### config.mk
export PLATFORM = sky130hd
export DESIGN_NAME = uart_tx
export DESIGN_NICKNAME = d
export VERILOG_FILES = /design/src/rtl/uart_pkg.sv /design/src/rtl/uart_baud_tick.sv /design/src/rtl/uart_tx.sv
export SDC_FILE = /design/constraint.sdc
export NUM_CORES = 1
export LEC_CHECK = 0
export CAP_MARGIN = 15
export CORE_MARGIN = 10
export CORE_UTILIZATION = 55
export CTS_CLUSTER_SIZE = 24
export DETAILED_ROUTE_END_ITERATION = 16
export GPL_TIMING_DRIVEN = 0
export PLACE_DENSITY = 0.74
export RECOVER_POWER = 50
export SLEW_MARGIN = 20
export SYNTH_ARGS = -nofsm -noshare
export SYNTH_HDL_FRONTEND = slang
export SYNTH_SLANG_ARGS = --single-unit
### constraint.sdc
create_clock -name clock -period 6.4 [get_ports clock]
set_clock_uncertainty 0.1 [all_clocks]
set_input_delay 1.28 -clock clock [delete_from_list [all_inputs] [get_ports clock]]
set_output_delay 1.28 -clock clock [all_outputs]
set_load 0.02 [all_outputs]
### src/rtl/uart_pkg.sv
// Shared UART constants and the transmitter state type.
// Latency: n/a (declarations only).
// Backpressure: n/a.
package uart_pkg;

    typedef enum logic [1:0] {
        TX_IDLE,
        TX_START,
        TX_DATA,
        TX_STOP
    } tx_state_t;

    localparam int DATA_BITS        = 16;
    localparam int FRAME_BITS       = 18;        // start + 16 data + stop
    localparam int DEFAULT_CLK_FREQ = 27000000;

    // Baud counter width; terminal counts must fit below 2**BAUD_CNT_W.
    localparam int BAUD_CNT_W = 12;
    localparam int BIT_CNT_W  = $clog2(DATA_BITS);

endpackage

### src/rtl/uart_baud_tick.sv
// Free-running bit-period counter with synchronous clear; pulses on terminal count.
// Latency: tick_o is combinational from the count register (baud_div+1 clocks per tick).
// Backpressure: none; the counter is held at zero while clear_i is high.
//
// Ports: clk_i/rst_ni clock and async active-low reset, clear_i holds the count
// at zero, tick_o is high in the cycle whose edge wraps the count to zero.
module uart_baud_tick
    import uart_pkg::*;
#(
    parameter int baud_div = 2812
) (
    input  logic clk_i,
    input  logic rst_ni,
    input  logic clear_i,
    output logic tick_o
);

    localparam logic [BAUD_CNT_W-1:0] DIV = BAUD_CNT_W'(baud_div);

    logic [BAUD_CNT_W-1:0] cnt_q;
    logic [BAUD_CNT_W-1:0] cnt_d;

    always_comb begin
        if (clear_i || (cnt_q == DIV)) begin
            cnt_d = '0;
        end else begin
            cnt_d = cnt_q + 1'b1;
        end
    end

    always_ff @(posedge clk_i or negedge rst_ni) begin
        if (!rst_ni) begin
            cnt_q <= '0;
        end else begin
            cnt_q <= cnt_d;
        end
    end

    assign tick_o = !clear_i && (cnt_q == DIV);

endmodule

### src/rtl/uart_tx.sv
// UART transmitter: 1 start, 16 data bits LSB first, 1 stop; one-word holding register.
// Latency: accept -> start-bit edge 1 clock; frame is 18*(baud_div+1) clocks.
// Backpressure: Tx_ready low while the holding register is full; Tx_valid is ignored then.
//
// Ports: clock/reset (async active-low), Tx_data/Tx_valid/Tx_ready word handshake,
// TxD registered serial line (idles high), Tx_busy frame active or word held,
// Tx_done one-cycle pulse at the end of each stop bit.
module uart_tx
    import uart_pkg::*;
#(
    parameter int clk_freq  = DEFAULT_CLK_FREQ,
    parameter int baud_rate = 9600,
    parameter int baud_div  = (clk_freq / baud_rate) - 1
) (
    input  logic                 clock,
    input  logic                 reset,
    input  logic [DATA_BITS-1:0] Tx_data,
    input  logic                 Tx_valid,
    output logic                 Tx_ready,
    output logic                 TxD,
    output logic                 Tx_busy,
    output logic                 Tx_done
);

    localparam logic [BIT_CNT_W-1:0] LAST_BIT = BIT_CNT_W'(DATA_BITS - 1);

    tx_state_t state_q, state_d;

    logic [DATA_BITS-1:0] hold_q, hold_d;
    logic                 hold_full_q, hold_full_d;
    logic [DATA_BITS-1:0] shift_q, shift_d;
    logic [BIT_CNT_W-1:0] bit_cnt_q, bit_cnt_d;
    logic                 txd_q, txd_d;
    logic                 done_q, done_d;

    logic tick;
    logic accept;
    logic load;

    // Bit timing only advances while a frame is on the line.
    uart_baud_tick #(
        .baud_div(baud_div)
    ) u_baud (
        .clk_i  (clock),
        .rst_ni (reset),
        .clear_i(state_q == TX_IDLE),
        .tick_o (tick)
    );

    assign accept = Tx_valid && !hold_full_q;

    // The held word moves to the shifter either straight from idle or at the
    // end of a stop bit, which gives gap-free back-to-back frames.
    assign load = hold_full_q &&
                  ((state_q == TX_IDLE) || ((state_q == TX_STOP) && tick));

    // State register
    always_ff @(posedge clock or negedge reset) begin
        if (!reset) begin
            state_q <= TX_IDLE;
        end else begin
            state_q <= state_d;
        end
    end

    // Next-state logic
    always_comb begin
        state_d = state_q;
        case (state_q)
            TX_IDLE:  if (hold_full_q) state_d = TX_START;
            TX_START: if (tick) state_d = TX_DATA;
            TX_DATA:  if (tick && (bit_cnt_q == LAST_BIT)) state_d = TX_STOP;
            TX_STOP:  if (tick) state_d = hold_full_q ? TX_START : TX_IDLE;
            default:  state_d = TX_IDLE;
        endcase
    end

    // Output / datapath next-state logic
    always_comb begin
        hold_d      = hold_q;
        hold_full_d = hold_full_q;
        shift_d     = shift_q;
        bit_cnt_d   = bit_cnt_q;
        txd_d       = txd_q;
        done_d      = 1'b0;

        // accept and load never coincide: load needs a full register, accept an empty one.
        if (accept) begin
            hold_d      = Tx_data;
            hold_full_d = 1'b1;
        end

        case (state_q)
            TX_START: begin
                if (tick) begin
                    txd_d     = shift_q[0];
                    bit_cnt_d = '0;
                end
            end
            TX_DATA: begin
                if (tick) begin
                    if (bit_cnt_q == LAST_BIT) begin
                        txd_d = 1'b1;
                    end else begin
                        shift_d   = shift_q >> 1;
                        txd_d     = shift_q[1];
                        bit_cnt_d = bit_cnt_q + 1'b1;
                    end
                end
            end
            TX_STOP: begin
                if (tick) begin
                    done_d = 1'b1;
                end
            end
            default: ;
        endcase

        if (load) begin
            shift_d     = hold_q;
            hold_full_d = 1'b0;
            txd_d       = 1'b0;
        end
    end

    // Datapath registers
    always_ff @(posedge clock or negedge reset) begin
        if (!reset) begin
            hold_q      <= '0;
            hold_full_q <= 1'b0;
            shift_q     <= '0;
            bit_cnt_q   <= '0;
            txd_q       <= 1'b1;
            done_q      <= 1'b0;
        end else begin
            hold_q      <= hold_d;
            hold_full_q <= hold_full_d;
            shift_q     <= shift_d;
            bit_cnt_q   <= bit_cnt_d;
            txd_q       <= txd_d;
            done_q      <= done_d;
        end
    end

    assign Tx_ready = !hold_full_q;
    assign TxD      = txd_q;
    assign Tx_done  = done_q;
    assign Tx_busy  = (state_q != TX_IDLE) || hold_full_q;

endmodule

==> impl_metrics.tcl <==
set metrics [dict create \
    post-cts-setup-buffer-count 0 \
    post-route-period-util_pct 54.25 \
    grt_use_total_pct 12.74 \
    cp_data_required_time_ns 6.14 \
    drt-total-wl_mm 4.334 \
    powerDensity_mw_per_mm2 399.8 \
    syn_inst 221 \
    port_buffers 22 \
    tns_ns 0 \
    hpwl_mm 2.998 \
    clkSinkCount 53 \
    layout_min_cycle_time_ns 3.472 \
    synth_top_family_by_area "simple AND/OR/NAND/NOR gates" \
    drt-pass1-iter-count 4 \
    pre_cts_ws_ns 3.166 \
    final_cell_mix "52 x dfrtp_1, 33 x nor2_1, 21 x clkdlybuf4s50_1" \
    cts_resized 0 \
    synth-simple-area-share_pct 13.94 \
    end_kind "asynchronous set/reset pin" \
    cp.depth 1 \
    ctsHoldBuffers 0 \
    whs_ns 0.3666 \
    htreeDepth 2 \
    slowest_delay_ns 1.90 \
    totalPowerFinal_mw 1.140 \
    hold_viol_final 0 \
    ios 23 \
    ys_types 39 \
    synthMuxAreaShare_pct 13.29 \
    stdcell_area_mm2 0.002851 \
    syn_area_mm2 0.002486 \
    routed_via_density 5.505 \
    leakage_nw 1.301 \
    die_y_um 87.23 \
    path_cells "clkbuf_1" \
    clk_latency_ns 0.30 \
    grt_antenna_before_repair 0 \
    core.rowCount 24 \
    slew_headroom_pct -81.90 \
    num_antenna_cells 0 \
    area_delta_synth_final_pct 14.70 \
    worst-path-buf-inv 1 \
    clock-root-buffer "clkbuf_8" \
    slew_violations 54 \
    cp_slowest_cell "clkbuf_1" \
    status "finished with violations" \
    violations "max-capacitance violations, max-slew violations" \
    synth_edf_count 0 \
    ys_warn_count 0 \
    cts_buffer_depth 2 \
    r2r_start "u_baud.cnt_q[0]" \
    grt_pass1_wl_mm 7.755 \
    chipWidth_um 87.23 \
    grt_pass1_vias 1651 \
    crit_path_start_kind "primary input" \
    synthesis.nets 247 \
    r2r-end "shift_q[8]" \
    crit_path_end "hold_q[6]" \
    ys_ff_latch 53 \
    r2r_slack_ns 4.22 \
    syn_area_per_cell_um2 11.25 \
    drive_gt1_share_pct 14.34 \
    fin_ws_ns 2.928 \
    rsz0062_at_grt "false" \
    layout.nets 276 \
    core_area_mm2 0.004354 \
    crit_type "primary input to asynchronous set/reset pin" \
    placed_area_mm2 0.002769 \
    overflow 0 \
    cts_inserted_buffers 5 \
    gp_congestion 0.7956 \
    critPathTopFamily "buffers and inverters" \
    max_slew.worst_pin.slew_ns 2.729 \
    post_drt_wl_per_cell_um 14.30 \
    crit_fanout 53 \
    cp.arrival_ns 3.21 \
    cts_tree "yes" \
    num_vias 1668 \
    setup_violations 0 \
    initial_utilization_pct 57.10 \
    final_common_cell "dfrtp_1" \
    maxCapViolCount 1 \
    async_flop_share_pct 100.0 \
    dieArea_mm2 0.007609 \
    synth_compound_area_share_pct 9.260 \
    synth_flop_cell "dfrtp_1" \
    maxClockFrequency_ghz 0.2880 \
    ir_drop_v 0.0002358 \
    hp-class "flip-flop to flip-flop" \
    reg2reg_depth 7 \
    grt_max_degree 54 \
    clk_pin_slew_ns 0.09 \
    ys_seq_area_share_pct 53.40 \
    synth_fa_ha_area_share_pct 3.523 \
    drcViolationCount 0 \
    synthXorXnorAreaFrac_pct 3.523 \
    crit_path_start "reset" \
    ant_nets 0 \
    drt-initial-drc-count 76 \
]
==> metal layers <==
| layer | global-route usage (%) | share of wire (%) | vias up |
|---|---|---|---|
| li1 | - | - | 831 |
| met1 | 16.61 | 48 | 804 |
| met2 | 18.79 | 46 | 31 |
| met3 | 5.056 | 5.2 | 2 |
| met4 | 4.348 | 0.90 | 0 |
| met5 | 0 | 0 | - |
==> worst reg2reg max path, stage by stage (launching register included) <==
cell and delay, ns:
dfrtp_1 0.41, ha_1 0.26, and4bb_4 0.25, and4bb_4 0.22, o21ai_4 0.32, buf_8 0.21
mux2i_1 0.20, a21oi_1 0.08
==> sequential cells by signal, summed over array words and instances (netlist names) <==
| name | flops |
|---|---|
| hold_q | 16 |
| shift_q | 16 |
| u_baud.cnt_q | 12 |
| bit_cnt_q | 4 |
| state_q | 2 |
| TxD | 1 |
| Tx_done | 1 |
| hold_full_q | 1 |
==> Yosys cell counts, types with 2 or more instances <==
master | number | area (µm²)
dfrtp_1 | 52 | 1301
nor2_1 | 33 | 123.9
a21oi_1 | 18 | 90.09
mux2_2 | 16 | 180.2
mux2i_1 | 15 | 150.1
nand2_1 | 11 | 41.29
nand3_1 | 9 | 45.04
ha_1 | 7 | 87.58
inv_1 | 7 | 26.28
o21ai_0 | 5 | 25.02
xnor2_1 | 5 | 43.79
xor2_1 | 5 | 43.79
clkbuf_1 | 4 | 15.01
and3_1 | 3 | 18.77
and4bb_4 | 2 | 32.53
nor2b_1 | 2 | 12.51
nor3_1 | 2 | 10.01
nor4b_1 | 2 | 17.52
o21a_1 | 2 | 15.01
o22ai_1 | 2 | 12.51
==> where the power goes <==
group / total [mW] / switching, mW / internal [mW]
Combinational: 0.412 / 0.211 / 0.201
Clock: 0.185 / 0.109 / 0.0758
Sequential: 0.543 / 0.0765 / 0.467
Total: 1.14 / 0.397 / 0.743
==> kinds of logic after synthesis <==
| kind of cell | count (synthesis) |
|---|---|
| AO/OA/AOI/OAI | 35 |
| AND/OR/NAND/NOR | 70 |
| adder cells (fa/ha/maj) | 7 |
| buffers and inverters | 15 |
| flip-flops | 53 |
| multiplexers | 31 |
| XOR/XNOR | 10 |
==> layout make-up <==
type / count / area, µm²
clock buffer: 5 / 68.82
inverter: 7 / 26.28
fill: 350 / 1503
buffer: 8 / 50.05
tap: 52 / 65.06
timing repair buffer: 22 / 214.0
clock inverter: 3 / 17.52
multi-input combinational: 153 / 1082
sequential: 53 / 1328
==> worst min path at each step <==
stage / startpoint / endpoint / slack, ns / cells past startpoint
6_report: u_baud.cnt_q[0] / u_baud.cnt_q[0] / 0.37 / 1
5_1_grt: u_baud.cnt_q[0] / u_baud.cnt_q[0] / 0.39 / 1
4_1_cts: u_baud.cnt_q[0] / u_baud.cnt_q[0] / 0.37 / 1
3_5_place_dp: u_baud.cnt_q[0] / u_baud.cnt_q[0] / 0.36 / 1
3_3_place_gp: u_baud.cnt_q[0] / u_baud.cnt_q[0] / 0.35 / 1
2_1_floorplan: u_baud.cnt_q[0] / u_baud.cnt_q[0] / 0.33 / 1
==> per-stage QoR <==
| stage | utilization, % | cells |
|---|---|---|
| after floorplan | - | 221 |
| after global placement | 63.65 | 295 |
| after detailed placement | 63.59 | 295 |
| after CTS | 65.57 | 303 |
| after global routing | 65.49 | 303 |
| final | 65.49 | 303 |
Note: power is estimated with default switching activity, not from simulation.
